## src/rtl/waypoint_direction_fsm.sv

```systemverilog
// rtl/waypoint_direction_fsm.sv - waiter robot waypoint FSM: base -> table -> base with
// filtered mic trigger, filtered obstacle range, red-stop, e-stop and minimum-travel timer.
module waypoint_direction_fsm #(
  parameter int FREQ_W            = 10,
  parameter int DIST_W            = 8,
  parameter int PIX_W             = 17,
  parameter int MIC_DEPTH         = 4,
  parameter int DIST_DEPTH        = 2,
  parameter int TOO_CLOSE         = 30,
  parameter int MIN_TRAVEL_CYCLES = 50000000,
  parameter int N_TABLES          = 4,
  localparam int TBL_W            = (N_TABLES > 1) ? $clog2(N_TABLES) : 1
) (
  input  logic              clk,
  input  logic              rst_n,
  input  logic [FREQ_W-1:0] frequency_input,
  input  logic              frequency_valid,
  input  logic [FREQ_W-1:0] threshold_frequency,
  input  logic [DIST_W-1:0] distance,
  input  logic              distance_valid,
  input  logic [PIX_W-1:0]  red_pixels,
  input  logic [PIX_W-1:0]  threshold_pixels,
  input  logic [TBL_W-1:0]  table_sel,
  input  logic              estop,
  output logic [2:0]        direction,
  output logic [TBL_W-1:0]  current_table,
  output logic              arrived
);

  localparam int TMR_W = (MIN_TRAVEL_CYCLES > 0) ? $clog2(MIN_TRAVEL_CYCLES + 1) : 1;
  localparam logic [TMR_W-1:0]  TMR_MAX   = TMR_W'(MIN_TRAVEL_CYCLES);
  localparam logic [TBL_W-1:0]  LAST_TBL  = TBL_W'(N_TABLES - 1);
  localparam logic [DIST_W-1:0] CLOSE_LIM = DIST_W'(TOO_CLOSE);

  typedef enum logic [2:0] {
    IDLE_BASE  = 3'b000,
    FORWARDS   = 3'b001,
    IDLE_TABLE = 3'b010,
    BACKWARDS  = 3'b011,
    STOP       = 3'b100
  } state_t;

  state_t            state, state_next;
  logic [TBL_W-1:0]  table_q, table_next, target, sel_clamped;
  logic [TMR_W-1:0]  timer;
  logic [FREQ_W-1:0] mic_sr  [MIC_DEPTH];
  logic [DIST_W-1:0] dist_sr [DIST_DEPTH];
  logic              threshold_reached, too_close, red_stop, timer_done, arrive;
  logic              waypoint_pass, arrive_pulse, state_change, moving;

  generate
    if ((2 ** TBL_W) > N_TABLES) begin : g_clamp
      assign sel_clamped = (table_sel > LAST_TBL) ? LAST_TBL : table_sel;
    end else begin : g_pass
      assign sel_clamped = table_sel;
    end
  endgenerate

  always_comb begin
    threshold_reached = 1'b1;
    for (int i = 0; i < MIC_DEPTH; i++)
      if (mic_sr[i] < threshold_frequency) threshold_reached = 1'b0;
    too_close = 1'b1;
    for (int i = 0; i < DIST_DEPTH; i++)
      if (dist_sr[i] > CLOSE_LIM) too_close = 1'b0;
  end

  assign red_stop     = red_pixels > threshold_pixels;
  assign timer_done   = (timer == TMR_MAX);
  assign arrive       = (too_close && timer_done) || red_stop;
  assign moving       = (state == FORWARDS) || (state == BACKWARDS);
  assign state_change = (state_next != state);

  always_comb begin
    state_next    = state;
    table_next    = table_q;
    waypoint_pass = 1'b0;
    arrive_pulse  = 1'b0;
    if (estop) begin
      state_next = STOP;
    end else begin
      case (state)
        IDLE_BASE: if (threshold_reached) begin
          state_next = FORWARDS;
          table_next = '0;
        end
        FORWARDS: if (arrive) begin
          if (table_q == target) begin
            state_next   = IDLE_TABLE;
            arrive_pulse = 1'b1;
          end else begin
            table_next    = table_q + 1'b1;
            waypoint_pass = 1'b1;
          end
        end
        IDLE_TABLE: if (threshold_reached) state_next = BACKWARDS;
        BACKWARDS: if (too_close && timer_done) begin
          state_next = IDLE_BASE;
          table_next = '0;
        end
        STOP: if (threshold_reached) begin
          state_next = IDLE_BASE;
          table_next = '0;
        end
        default: state_next = STOP;
      endcase
    end
  end

  always_ff @(posedge clk or negedge rst_n) begin
    if (!rst_n) begin
      state   <= IDLE_BASE;
      table_q <= '0;
      target  <= '0;
      arrived <= 1'b0;
      timer   <= '0;
    end else begin
      state   <= state_next;
      table_q <= table_next;
      arrived <= arrive_pulse;
      if (state == IDLE_BASE && state_next == FORWARDS) target <= sel_clamped;
      // Each leg and each waypoint gets its own full minimum-travel window.
      if (!moving || state_change || waypoint_pass) timer <= '0;
      else if (!timer_done)                         timer <= timer + 1'b1;
    end
  end

  // Flushing on every state change keeps one whistle from firing two transitions.
  always_ff @(posedge clk or negedge rst_n) begin
    if (!rst_n) begin
      for (int i = 0; i < MIC_DEPTH; i++) mic_sr[i] <= '0;
    end else if (state_change) begin
      for (int i = 0; i < MIC_DEPTH; i++) mic_sr[i] <= '0;
    end else if (frequency_valid) begin
      mic_sr[0] <= frequency_input;
      for (int i = 1; i < MIC_DEPTH; i++) mic_sr[i] <= mic_sr[i-1];
    end
  end

  always_ff @(posedge clk or negedge rst_n) begin
    if (!rst_n) begin
      for (int i = 0; i < DIST_DEPTH; i++) dist_sr[i] <= '1;
    end else if (distance_valid) begin
      dist_sr[0] <= distance;
      for (int i = 1; i < DIST_DEPTH; i++) dist_sr[i] <= dist_sr[i-1];
    end
  end

  assign direction     = state;
  assign current_table = table_q;

endmodule

```

## config.mk

```make
export PLATFORM = sky130hd
export DESIGN_NAME = waypoint_direction_fsm
export DESIGN_NICKNAME = d
export VERILOG_FILES = /design/src/rtl/waypoint_direction_fsm.sv
export SDC_FILE = /design/constraint.sdc
export NUM_CORES = 1
export LEC_CHECK = 0
export CAP_MARGIN = 0
export CORE_AREA = 2 2 101 103
export CTS_CLUSTER_DIAMETER = 40
export DETAILED_ROUTE_END_ITERATION = 12
export DIE_AREA = 0 0 103 105
export GPL_TIMING_DRIVEN = 0
export MAX_ROUTING_LAYER = met4
export PLACE_DENSITY = 0.84
export SETUP_SLACK_MARGIN = 0.05
export SLEW_MARGIN = 20
export SYNTH_ARGS = -nofsm -noshare
export SYNTH_HDL_FRONTEND = slang
export SYNTH_SLANG_ARGS = --single-unit
```

## constraint.sdc

```tcl
create_clock -name clk -period 5.5 [get_ports clk]
set_input_delay 0.825 -clock clk [delete_from_list [all_inputs] [get_ports clk]]
set_output_delay 0.825 -clock clk [all_outputs]
set_load 0.02 [all_outputs]
```

==> results of run 1 <==
## kinds of logic (layout without fill, tap and decap cells)
kind of cell               after synthesis  after routing
and+or+nand+nor                        184            184
adders and majority gates               55             55
AOI/OAI and AO/OA                       61             61
DFF                                     90             90
xor gates and xnor gates                25             25
muxes                                   59             59
buffers and inverters                   54            143
## layout make-up
| type | instances | area share |
|---|---|---|
| Multi-Input combinational cell | 384 | 0.464 |
| Sequential cell | 90 | 0.337 |
| Clock inverter | 6 | 0.00723 |
| Timing Repair Buffer | 73 | 0.109 |
| Clock buffer | 10 | 0.0189 |
| Inverter | 37 | 0.0206 |
| Tap cell | 133 | 0.0247 |
| Buffer | 17 | 0.0187 |
## metal layers
metal  routed length (um)  up-vias  track usage
met5                    0        -            -
met4                  255        0       0.0949
met3                  510       24       0.0361
met2                 5770      116        0.390
met1                 5270     2044        0.288
li1                     -     2077            -
## state kept, by name (all words and copies together) (netlist names)
register / flops
target: 2
current_table: 2
direction: 3
mic_sr: 40
timer: 26
arrived: 1
dist_sr: 16
## worst max-delay path: cells and delay by family
kind | cells | cell delay [ns]
buffers and inverters | 2 | 0.56
AO/OA/AOI/OAI | 4 | 1.03
AND/OR/NAND/NOR | 2 | 0.46
multiplexers | 1 | 0.31
adder cells (fa/ha/maj) | 1 | 0.35
## cell usage in the layout (no fill, tap or decap), types with 11 or more instances in the layout
| cell | netlist | final |
|---|---|---|
| sky130_fd_sc_hd__dfrtp_1 | 74 | 74 |
| sky130_fd_sc_hd__clkdlybuf4s50_1 | 0 | 71 |
| sky130_fd_sc_hd__ha_1 | 55 | 55 |
| sky130_fd_sc_hd__nor2_1 | 48 | 48 |
| sky130_fd_sc_hd__mux2i_1 | 40 | 40 |
| sky130_fd_sc_hd__nor3_2 | 40 | 40 |
| sky130_fd_sc_hd__inv_1 | 37 | 37 |
| sky130_fd_sc_hd__nand2_1 | 23 | 23 |
| sky130_fd_sc_hd__a21oi_1 | 18 | 18 |
| sky130_fd_sc_hd__nand3_1 | 17 | 17 |
| sky130_fd_sc_hd__mux2_2 | 17 | 17 |
| sky130_fd_sc_hd__nand4_1 | 16 | 16 |
| sky130_fd_sc_hd__dfstp_2 | 16 | 16 |
| sky130_fd_sc_hd__xor2_1 | 14 | 14 |
| sky130_fd_sc_hd__xnor2_1 | 11 | 11 |
## report_power, final
part,switching (uW),internal (uW),total [uW],leakage [uW]
clock,255,171,426,0.0000920
combinational,290,289,578,0.00181
sequential,110,802,912,0.00111
total,654,1260,1920,0.00301
## stage by stage
step | cells | setup slack (ns)
after global placement | 733 | 0.469
after global routing | 750 | 1.95
final | 750 | 2.20
after CTS | 750 | 2.18
after detailed placement | 734 | 1.77
after floorplan | 528 | 2.75
## worst min-delay path by stage
| stage | startpoint | endpoint |
|---|---|---|
| 2_1_floorplan | target[0]$_DFFE_PN0P_ | target[0]$_DFFE_PN0P_ |
| 3_3_place_gp | target[0]$_DFFE_PN0P_ | target[0]$_DFFE_PN0P_ |
| 3_5_place_dp | target[1]$_DFFE_PN0P_ | target[1]$_DFFE_PN0P_ |
| 4_1_cts | rst_n | mic_sr[6]$_DFFE_PN0P_ |
| 5_1_grt | rst_n | mic_sr[6]$_DFFE_PN0P_ |
| 6_report | rst_n | mic_sr[6]$_DFFE_PN0P_ |
==> impl_results.md, run 1 <==
- Result of the run: finished, final reports clean
- Hold violation total from the final report: 0
- Ys flop type: sky130_fd_sc_hd__dfrtp_1
- Hold bufs inserted after CTS: 0
- Post-synthesis instance area: 5670 um^2
- Achievable frequency: a little over 300 MHz
- Effective utilization at floorplan: 0.588
- Reg-to-reg setup timing slack: ~2.8 ns
- Die Area: 10800 um^2
- Cell row count: 36
- Post-Syn Area per Cell: 10.7 um^2
- Kind of critical path: in -> reg
- Critical Path Slowest Stage Cell: sky130_fd_sc_hd__a2111oi_0
- Peak ir drop on the vdd network: ~0.14 mV
- Post-route fraction of the period consumed by the critical path: 0.600
- Setup Skew: approximately 0.015 ns
- Origin of the critical flop-to-flop path: mic_sr[19]$_DFFE_PN0P_
- Post-layout util: 0.700
- Instance area at placement: 6570 um^2
- Remaining max-slew budget at the tightest pin: 0.508
- Class of the most critical hold timing path: in -> async
- Worst setup SP type: input pin
- Largest fanout of any net on the critical path: 4
- Setup violations, final: 0
- Terminus of the critical flop-to-flop path: target[0]$_DFFE_PN0P_
- # IOs: 75
- Chip width: between 100 and 150 um
- Depth of the worst register-to-register path: 8
- Parity-gate share of the synthesized area counting xor and xnor cells: 0.0386
- CTS root buf: sky130_fd_sc_hd__clkbuf_8
- Total GRT Usage: 0.237
- Via density per instance: 5.68
- Cell with the most instances after synthesis: sky130_fd_sc_hd__dfrtp_1
- Setup crit start: threshold_frequency[4]
- Area of the multi-input gates: roughly 3100 um^2
- Count of pins over their slew limit: 0
- Count of state elements after synthesis: 90
- Post-cts sizing count: 0
- Floorplan die height: 105 um
- Async set-reset flop share out of synthesis: 1.00
- Clock Latency Late Sink: about 0.38 ns
- Share of synthesized area spent on multiplexers: 0.108
- Required @ worst endpoint: around 5.8 ns
- Post-DRT Antenna Nets: 0
- Post-synthesis cell type count: 56
- Number of warnings issued by yosys: 0
- Via count of the routed design: around 4300
- Layout area overhead: 19.1%
- Count of H-tree levels built during CTS: 3
- Shortest clock period the worst path allows after layout: approximately 3.3 ns
- Core region area: 9640 um^2
- Fill count: ~730
- FF+latch area: roughly 2300 um^2
- Largest net degree at the start of global routing: 47
- Smallest hold slack: around 0.45 ns
- Cell count after synthesis: ~530
- Worst Tran Pin Value: roughly 0.74 ns
- Synth top area cells: sky130_fd_sc_hd__dfrtp_1 (33%), sky130_fd_sc_hd__ha_1 (12%), sky130_fd_sc_hd__dfstp_2 (7.4%)
- Clock sinks: 90
- Fraction of the yosys area taken by sequential cells: 0.401
- Largest family of logic cells by synthesized area: simple AND/OR/NAND/NOR gates
- Cell-by-cell listing of the critical path: clkdlybuf4s50_1 > inv_1 > ha_1 > a21oi_1 > a211oi_1 > a2111oi_0 > a22oi_1 > and2_1 > and3_1 > mux2_1
- Vias in the first global route: around 4300
- Port Buf Inserts: 72
- Final Instance Area: a little under 7000 um^2
- Drt total wl: roughly 12 mm
- Number of buffers added by the clock tree synthesis step: 9
- Capturing element of the worst setup path: target[0]$_DFFE_PN0P_
- Antenna violations before repair: 0
- Standby leakage power: 0.00301 uW
- Signal arrival time at the worst endpoint: ~3.6 ns
- Post-synth net total: between 600 and 700
- Ratio of cells with drive above 1 in the final layout: 0.180
- Post-CTS Setup Bufs: 0
- Top cells by count, synth: sky130_fd_sc_hd__dfrtp_1 (74), sky130_fd_sc_hd__ha_1 (55), sky130_fd_sc_hd__nor2_1 (48), sky130_fd_sc_hd__mux2i_1 (40), sky130_fd_sc_hd__nor3_2 (40)
- Maximum buffer depth of the clock tree: 2
- Crit path largest cell delay: around 0.53 ns
- Max-cap violation count: 0
- CTS tree: yes
- Starting DRC count in detailed routing: ~190
- Wire length of the first global-routing pass: around 20 mm
- Routed wire length per instance: around 16 um
- RSZ-0062 raised after global routing: false
- Estimated wirelength of the detail-placed design: around 9.3 mm
- Setup TNS Final: 0 ns
- TritonRoute pass-1 iters: 4
- Reg clk slew, reported paths: 0.09 ns
- Critical Path Sink Type: flip-flop
- Count of antenna diodes in the layout: 0
- Number of synthesized flops with an enable pin: 0
- Placer's final routability congestion estimate: approximately 0.88
- Number of nets at the end of the flow: between 700 and 800
- Share of the synthesized area in the top cell type: 0.327
- GRT Residual Overflow: 0
- Post-synthesis simple-gate area fraction: 0.202
- # DRC: 0
- Adder-Cell Fraction of Synth Area: 0.121
- Pwr per Cell Area: about 280 nW/um^2
- Total power: 1920 uW
- Biggest area consumer among synthesized cells: sky130_fd_sc_hd__dfrtp_1
- Compound-gate portion of the synthesized area: 0.0813
(Power assumes the default switching activity.)
==> run 2: changes to the inputs <==
- CORE_AREA: 2 2 101 103 -> 2 2 109 111
- DIE_AREA: 0 0 103 105 -> 0 0 111 113
- PLACE_DENSITY: 0.84 -> 0.76
- clock period: 5.5 -> 3 ns (I/O delays scaled with it)
==> run 2 against run 1 <==
  * Flip-flop and latch count did not move
  * Count of clock-buffer cells in the layout rose by 1
  * Global-route usage fell by 2.8 points
  * Critical path depth rose by 2
  * Routed wire length rose by 3.3%
  * Critical path type unchanged
==> impl_results.md, run 2 (synthesis results as in run 1) <==
- Wire length of the first global-routing pass: 20.6 mm (+4.4%)
- Class of the most critical hold timing path: in -> async
- Count of pins over their slew limit: 0 (unchanged)
- Fill count: 924 (+26%)
- Hold violation total from the final report: 0 (unchanged)
- Terminus of the critical flop-to-flop path: mic_sr[39]$_DFFE_PN0P_
- CTS root buf: sky130_fd_sc_hd__clkbuf_16
- Origin of the critical flop-to-flop path: mic_sr[14]$_DFFE_PN0P_
- Starting DRC count in detailed routing: 165 (-15%)
- RSZ-0062 raised after global routing: true
- Count of H-tree levels built during CTS: 3 (unchanged)
- Via count of the routed design: 4187 (-1.7%)
- Sequential cell fraction of total power: 0.428 (-0.048)
- Total GRT Usage: 0.209 (-0.0281)
- Number of nets at the end of the flow: 737 (+0.14%)
- Register containing the most flip-flops in the final layout: mic_sr
- Power share of the clock group: 0.292 (+0.070)
- Placer's final routability congestion estimate: 0.871 (-1.0%)
- Post-layout util: 0.615 (-0.0848)
- Pwr per Cell Area: 562 nW/um^2 (+98%)
- Result of the run: finished, final reports clean
- Post-DRT Antenna Nets: 0 (unchanged)
- Remaining max-slew budget at the tightest pin: 0.477 (-0.0312)
- Antenna violations before repair: 0 (unchanged)
- Placed instance count: 744 (+1.4%)
- Largest fanout of any net on the critical path: 10 (+6)
- Setup violations, final: 0 (unchanged)
- Critical Path Slowest Stage Cell: sky130_fd_sc_hd__clkdlybuf4s50_1
- Smallest hold slack: 0.0642 ns (-0.387 ns)
- Routed wire length per instance: 16.0 um (+1.8%)
- TritonRoute pass-1 iters: 4 (unchanged)
- Clock sinks: 90 (unchanged)
- Standby leakage power: 0.00309 uW (+2.5%)
- Port Buf Inserts: 72 (unchanged)
- Internal Power: 2660 uW (+110%)
- Floorplan die height: 113 um (+7.6%)
- # DRC: 0 (unchanged)
- Placement-stage worst setup slack: -0.333 ns (-2.10 ns)
- Max-cap violation count: 0 (unchanged)
- Number of flip-flops in the largest register: 40 (unchanged)
- Peak ir drop on the vdd network: 0.320 mV (+140%)
- Number of buffers added by the clock tree synthesis step: 9 (unchanged)
- Count of antenna diodes in the layout: 0 (unchanged)
- Net switching power of the design: 1240 uW (+89%)
- Layout area overhead: 22.4%
- Maximum buffer depth of the clock tree: 2 (unchanged)
- Leading cell type in the layout, fill and taps excluded: sky130_fd_sc_hd__dfrtp_1
- Switching power share of the total: 0.317 (-0.0240)
- Clock Latency Late Sink: 0.34 ns (-0.04 ns)
- Shortest clock period the worst path allows after layout: just under 3 ns
- Registers with the highest flip-flop counts: mic_sr (40), timer (26), dist_sr (16)
- Required @ worst endpoint: 3.25 ns (-2.51 ns)
- Cell row count: 39 (+8.3%)
- Hold bufs inserted after CTS: 0 (unchanged)
- Achievable frequency: 345 MHz
- GRT Residual Overflow: 0 (unchanged)
- Share of total power in combinational logic: 0.280 (-0.022)
- Core region area: 11300 um^2 (+17%)
- Estimated wirelength of the detail-placed design: 9.29 mm (about the same)
- Ratio of cells with drive above 1 in the final layout: 0.193 (+0.0127)
- Setup Skew: 0.00825 ns (-0.00692 ns)
- Cell-by-cell listing of the critical path: clkdlybuf4s50_1 > inv_1 > ha_1 > a21oi_1 > a211oi_1 > a2111oi_2 > a22oi_2 > a31oi_1 > a211oi_4 > buf_4 > buf_6 > nor3_2
- Largest net degree at the start of global routing: 58 (+23%)
- Critical Path Sink Type: flip-flop
- Reg-to-reg setup timing slack: 0.42 ns (-2.39 ns)
- Crit path largest cell delay: 0.46 ns (-0.07 ns)
- Worst setup SP type: input pin
- Reg clk slew, reported paths: 0.07 ns (-0.02 ns)
- Commonest non-fill, non-tap cells in the layout: sky130_fd_sc_hd__dfrtp_1 (74), sky130_fd_sc_hd__clkdlybuf4s50_1 (71), sky130_fd_sc_hd__ha_1 (55)
- # IOs: 75 (unchanged)
- Worst Tran Pin Value: 0.785 ns (+0.0468 ns)
- Vias in the first global route: 4323 (-0.55%)
- Crit path setup slack, layout: 0.0978 ns (-2.10 ns)
- Post-route fraction of the period consumed by the critical path: 0.967
- Setup TNS Final: 0 ns (unchanged)
- Family with the most delay on the worst path: compound AO/OA/AOI/OAI gates
- Kind of critical path: in -> reg
- Die Area: 12500 um^2 (+16%)
- CTS tree: yes
- Chip width: 111 um (+7.8%)
- Drt total wl: 12.2 mm (+3.3%)
- Via density per instance: 5.50 (-3.2%)
- Effective utilization at floorplan: 0.503 (-0.0852)
- Depth of the worst register-to-register path: 10 (+2)
- Count of buffering cells on the critical path with inverters included: 4 (+2)
- Filler-free cell count of the finished design: 761 (+1.5%)
- Signal arrival time at the worst endpoint: 3.16 ns (-0.40 ns)
[run 2: cell types whose count changed in the layout (fill, tap and decap cells not counted), sizes merged]
cell    change
inv         -1
buf         +1
clkbuf      +1
[run 2: power by group through the flow]
stage	sequential (uW)	clock, uW	combinational, uW
after global routing	1700	1210	1240
final	1670	1140	1090
after floorplan	1630	0	744
after detailed placement	1690	0	1060
after CTS	1670	1150	1070
after global placement	1680	0	994
[run 2: cell type report]
type                    count  area, um^2  area share
multi-input cells         384        3160       0.456
flip-flops and latches     90        2270       0.328
repair buffers             74         753       0.109
clock buffers              11         264      0.0381
well taps                 143         179      0.0258
inverters                  37         139      0.0200
plain buffers              17         126      0.0182
clock inverters             5        41.3     0.00595
[run 2: worst register-to-register path: stages, from the launching register on]
cell and delay, ns:
sky130_fd_sc_hd__dfrtp_1 0.40, sky130_fd_sc_hd__ha_1 0.32, sky130_fd_sc_hd__a21oi_1 0.17, sky130_fd_sc_hd__a211oi_1 0.12, sky130_fd_sc_hd__a2111oi_2 0.41, sky130_fd_sc_hd__a22oi_2 0.20, sky130_fd_sc_hd__a31oi_1 0.30, sky130_fd_sc_hd__a211oi_4 0.07
sky130_fd_sc_hd__buf_4 0.17, sky130_fd_sc_hd__buf_6 0.16, sky130_fd_sc_hd__nor3_2 0.20
[run 2: stage by stage]
step / area [um^2] / total power (uW)
finish: 6940 / 3900
detailed placement: 6590 / 2750
global placement: 6570 / 2670
floorplan: 5670 / 2370
CTS: 6900 / 3890
global route: 6940 / 4150
[run 2: worst max-delay path by stage]
stage	from	endpoint	slack (ns)	depth (start not counted)
2_1_floorplan	threshold_pixels[4]	timer[12]$_DFFE_PN0P_	0.63	10
3_3_place_gp	rst_n	arrived$_DFF_PN0_	-1.73	1
3_5_place_dp	threshold_frequency[4]	mic_sr[39]$_DFFE_PN0P_	-0.33	11
4_1_cts	threshold_pixels[4]	timer[8]$_DFFE_PN0P_	0.07	11
5_1_grt	threshold_frequency[4]	mic_sr[35]$_DFFE_PN0P_	-0.02	12
6_report	threshold_frequency[4]	mic_sr[39]$_DFFE_PN0P_	0.1	12
[run 2: timing repair]
item / 4_1_cts / 5_1_grt
setup buffers: 0 / 1
pin swaps: 0 / 1
setup endpoints to repair: 42 / 68
gates resized for setup: 2 / 7
[run 2: routing by layer]
| metal | GRT usage | vias to the layer above | routed length (um) |
|---|---|---|---|
| li1 | - | 2064 | - |
| met1 | 0.262 | 2002 | 5630 |
| met2 | 0.348 | 108 | 5940 |
| met3 | 0.0418 | 13 | 496 |
| met4 | 0.0558 | 0 | 140 |
| met5 | - | - | 0 |
==> run 3: changes to the inputs <==
- ABC_AREA: not set -> 1
- CORE_AREA: 2 2 109 111 -> 2 2 110 112
- DIE_AREA: 0 0 111 113 -> 0 0 112 114
==> run 3 against run 2 <==
  * Clock power fell by 9%
  * Sequential share of layout area fell by 0.40 points
  * Die area rose by 1.8%
  * Core utilization fell by 1.6 points
  * Worst hold slack improved by 0.40 ns
  * Total power fell by 17%
  * Largest power group unchanged
  * Highest routed layer unchanged
==> impl_results.md, run 3 <==
- Setup violations, final: 0 (unchanged)
- Core region area: 11700 um^2 (+3.9%)
- Critical Path Sink Type: flip-flop
- Standby leakage power: 0.00339 uW (+9.9%)
- Register containing the most flip-flops in the final layout: mic_sr
- Worst Tran Pin Value: 0.498 ns (-0.287 ns)
- Number of buffers added by the clock tree synthesis step: 9 (unchanged)
- Max-cap violation count: 0 (unchanged)
- Count of antenna diodes in the layout: 0 (unchanged)
- Cell with the most instances after synthesis: sky130_fd_sc_hd__nand2_1
- Via count of the routed design: 4892 (+17%)
- Shortest clock period the worst path allows after layout: 2.60 ns (-0.298 ns)
- Cell with the most instances on the worst path: sky130_fd_sc_hd__nand2_1
- Total GRT Usage: 0.217 (+0.00830)
- Power share of the clock group: 0.319 (+0.027)
- Reg clk slew, reported paths: 0.06 ns (about the same)
- Result of the run: finished, final reports clean
- Switching power share of the total: 0.294 (-0.0235)
- Count of pins over their slew limit: 0 (unchanged)
- Largest fanout of any net on the critical path: 10 (unchanged)
- Terminus of the critical flop-to-flop path: timer[23]$_DFFE_PN0P_
- Sequential cell fraction of total power: 0.446 (+0.018)
- # DRC: 0 (unchanged)
- Ratio of cells with drive above 1 in the final layout: 0.109 (-0.0836)
- Async set-reset flop share out of synthesis: 1.00 (unchanged)
- Commonest non-fill, non-tap cells in the layout: sky130_fd_sc_hd__nand2_1 (154), sky130_fd_sc_hd__inv_1 (120), sky130_fd_sc_hd__nor2_1 (91)
- Crit path largest cell delay: 0.47 ns (about the same)
- Effective utilization at floorplan: 0.496 (-0.00699)
- Cell row count: 40 (+2.6%)
- Internal Power: 2300 uW (-14%)
- Post-synthesis instance area: 5810 um^2 (+2.5%)
- Cell-by-cell listing of the critical path: clkdlybuf4s50_1 > inv_1 > ha_1 > nand2_1 > inv_1 > nand2_1 > nand2_1 > nand2_1 > nand3_1 > nand2_1 > nor2_1 > nand3_1 > nand4_1 > nand4_2 > buf_2 > nor2_1
- Placement-stage worst setup slack: -0.00276 ns (+0.330 ns)
- Count of H-tree levels built during CTS: 3 (unchanged)
- Count of state elements after synthesis: 90 (unchanged)
- Remaining max-slew budget at the tightest pin: 0.665 (+0.188)
- Number of warnings issued by yosys: 0 (unchanged)
- Wire length of the first global-routing pass: 21.8 mm (+5.7%)
- Share of the synthesized area in the top cell type: 0.319 (-0.00782)
- RSZ-0062 raised after global routing: false
- Die Area: 12800 um^2 (+1.8%)
- Filler-free cell count of the finished design: 991 (+30%)
- Signal arrival time at the worst endpoint: 2.88 ns (-0.28 ns)
- Share of total power in combinational logic: 0.235 (-0.045)
- GRT Residual Overflow: 0 (unchanged)
- Drt total wl: 12.5 mm (+2.7%)
- Post-synth net total: 877 (+35%)
- Pwr per Cell Area: 464 nW/um^2 (-18%)
- Achievable frequency: 384 MHz (+11%)
- Number of flip-flops in the largest register: 40 (unchanged)
- Top cells by count, synth: sky130_fd_sc_hd__nand2_1 (154), sky130_fd_sc_hd__inv_1 (120), sky130_fd_sc_hd__nor2_1 (91), sky130_fd_sc_hd__dfrtp_1 (74), sky130_fd_sc_hd__ha_1 (55)
- Biggest area consumer among synthesized cells: sky130_fd_sc_hd__dfrtp_1
- Cell count after synthesis: 753 (+43%)
- Maximum buffer depth of the clock tree: 2 (unchanged)
- Critical Path Slowest Stage Cell: sky130_fd_sc_hd__clkdlybuf4s50_1
- Placed instance count: 974 (+31%)
- Class of the most critical hold timing path: reg -> reg
- Layout area overhead: 20.9%
- Antenna violations before repair: 0 (unchanged)
- Starting DRC count in detailed routing: 232 (+41%)
- Estimated wirelength of the detail-placed design: 9.61 mm (+3.5%)
- CTS tree: yes
- Post-Syn Area per Cell: 7.71 um^2 (-28%)
- TritonRoute pass-1 iters: 4 (unchanged)
- Synth top area cells: sky130_fd_sc_hd__dfrtp_1 (32%), sky130_fd_sc_hd__ha_1 (12%), sky130_fd_sc_hd__nand2_1 (10%)
- Crit path setup slack, layout: 0.396 ns (+0.298 ns)
- Required @ worst endpoint: 3.28 ns (+0.03 ns)
- Leading cell type in the layout, fill and taps excluded: sky130_fd_sc_hd__nand2_1
- Clock sinks: 90 (unchanged)
- Fraction of the yosys area taken by sequential cells: 0.391 (-0.00959)
- Ys flop type: sky130_fd_sc_hd__dfrtp_1
- # IOs: 75 (unchanged)
- Port Buf Inserts: 73 (+1.4%)
- Clock Latency Late Sink: 0.35 ns (about the same)
- Floorplan die height: 114 um (+0.88%)
- Placer's final routability congestion estimate: 0.876 (+0.49%)
- Origin of the critical flop-to-flop path: mic_sr[27]$_DFFE_PN0P_
- Hold violation total from the final report: 0 (unchanged)
- HP Start: dist_sr[15]$_DFFE_PN1P_
- Reg-to-reg setup timing slack: 0.69 ns (+0.27 ns)
- Depth of the worst register-to-register path: 12 (+2)
- Kind of critical path: in -> reg
- Setup Skew: 0.0111 ns (+0.00280 ns)
- Hold worst-path end: dist_sr[7]$_DFFE_PN1P_
- Largest net degree at the start of global routing: 73 (+26%)
- Routed wire length per instance: 12.7 um (-21%)
- Smallest hold slack: 0.468 ns (+0.404 ns)
- Vias in the first global route: 4878 (+13%)
- Number of synthesized flops with an enable pin: 0 (unchanged)
- Cell depth of the worst hold path: 2
- Via density per instance: 4.94 (-10%)
- CTS root buf: sky130_fd_sc_hd__clkbuf_16
- Peak ir drop on the vdd network: 0.498 mV (+55%)
- Chip width: 112 um (+0.90%)
- Worst setup SP type: input pin
- Post-DRT Antenna Nets: 0 (unchanged)
- Post-synthesis cell type count: 36 (-36%)
- Post-route fraction of the period consumed by the critical path: 0.868 (-0.0993)
- Setup crit start: threshold_frequency[5]
- Registers with the highest flip-flop counts: mic_sr (40), timer (26), dist_sr (16)
- Net switching power of the design: 956 uW (-23%)
- Number of nets at the end of the flow: 963 (+31%)
-- run 3: cell types whose count changed in the layout (fill, tap and decap cells not counted), moves of 17 or more --
cell / delta
sky130_fd_sc_hd__o21ai_0: +39
sky130_fd_sc_hd__inv_1: +83
sky130_fd_sc_hd__nor3_2: -39
sky130_fd_sc_hd__mux2i_1: -40
sky130_fd_sc_hd__nor2_2: +40
sky130_fd_sc_hd__nand2_1: +132
sky130_fd_sc_hd__a21oi_1: +26
sky130_fd_sc_hd__mux2_2: -17
sky130_fd_sc_hd__nor2_1: +43
-- run 3: repair_timing --
action                                  CTS  global route
endpoints found under the setup margin    0             0
hold endpoints to repair                 18             0
setup buffers                             0             0
hold buffers                              1             0
gates resized for setup                   0             0
-- run 3: layout make-up --
cell class	count	area [um^2]
flip-flops and latches	90	2270
well taps	147	184
repair buffers	75	769
clock inverters	1	5.00
plain buffers	18	120
fillers	1102	4690
clock buffers	15	258
inverters	121	454
multi-input cells	524	2960
-- run 3: how the worst max path moves through the flow --
stage                                         to  cells after the start
final                      timer[23]$_DFFE_PN0P_                     16
after global routing       timer[23]$_DFFE_PN0P_                     14
after CTS                   timer[9]$_DFFE_PN0P_                     14
after detailed placement   timer[23]$_DFFE_PN0P_                     14
after global placement     timer[15]$_DFFE_PN0P_                      1
after floorplan           mic_sr[21]$_DFFE_PN0P_                     16
-- run 3: logic make-up (layout without fill, tap and decap cells) --
group	count (synthesis)	in the layout	synth area share
compound gates	95	95	0.0862
xor+xnor	17	17	0.0256
fa+ha+maj	55	55	0.119
buf+inv	139	230	0.0989
flops	90	90	0.391
simple gates	357	357	0.279
-- run 3: metal layers --
layer	track usage	vias to the layer above	share of wire
met5	-	-	0
met1	0.259	2242	0.45
met2	0.371	80	0.50
met4	0.0577	0	0.015
met3	0.0531	18	0.037
li1	-	2552	-
-- run 3: worst max-delay path: cells and delay by family --
| kind | cells | cell delay [ns] |
|---|---|---|
| fa+ha+maj | 1 | 0.32 |
| buf+inv | 4 | 0.91 |
| simple gates | 11 | 1.18 |
-- run 3: metrics by stage --
stage	setup TNS [ns]	total power, uW	utilization	area [um^2]
2_1_floorplan	0	1960	-	5810
3_3_place_gp	-146.29	2210	0.574	6720
3_5_place_dp	-0.00276	2240	0.576	6750
4_1_cts	0	3300	0.600	7020
5_1_grt	0	3470	0.600	7020
6_report	0	3260	0.600	7020
-- run 3: power groups by stage --
stage	Sequential [uW]	Combinational (uW)	Clock [uW]
6_report	1450	766	1040
5_1_grt	1470	895	1110
4_1_cts	1450	775	1070
3_5_place_dp	1470	768	0
3_3_place_gp	1470	742	0
2_1_floorplan	1450	511	0
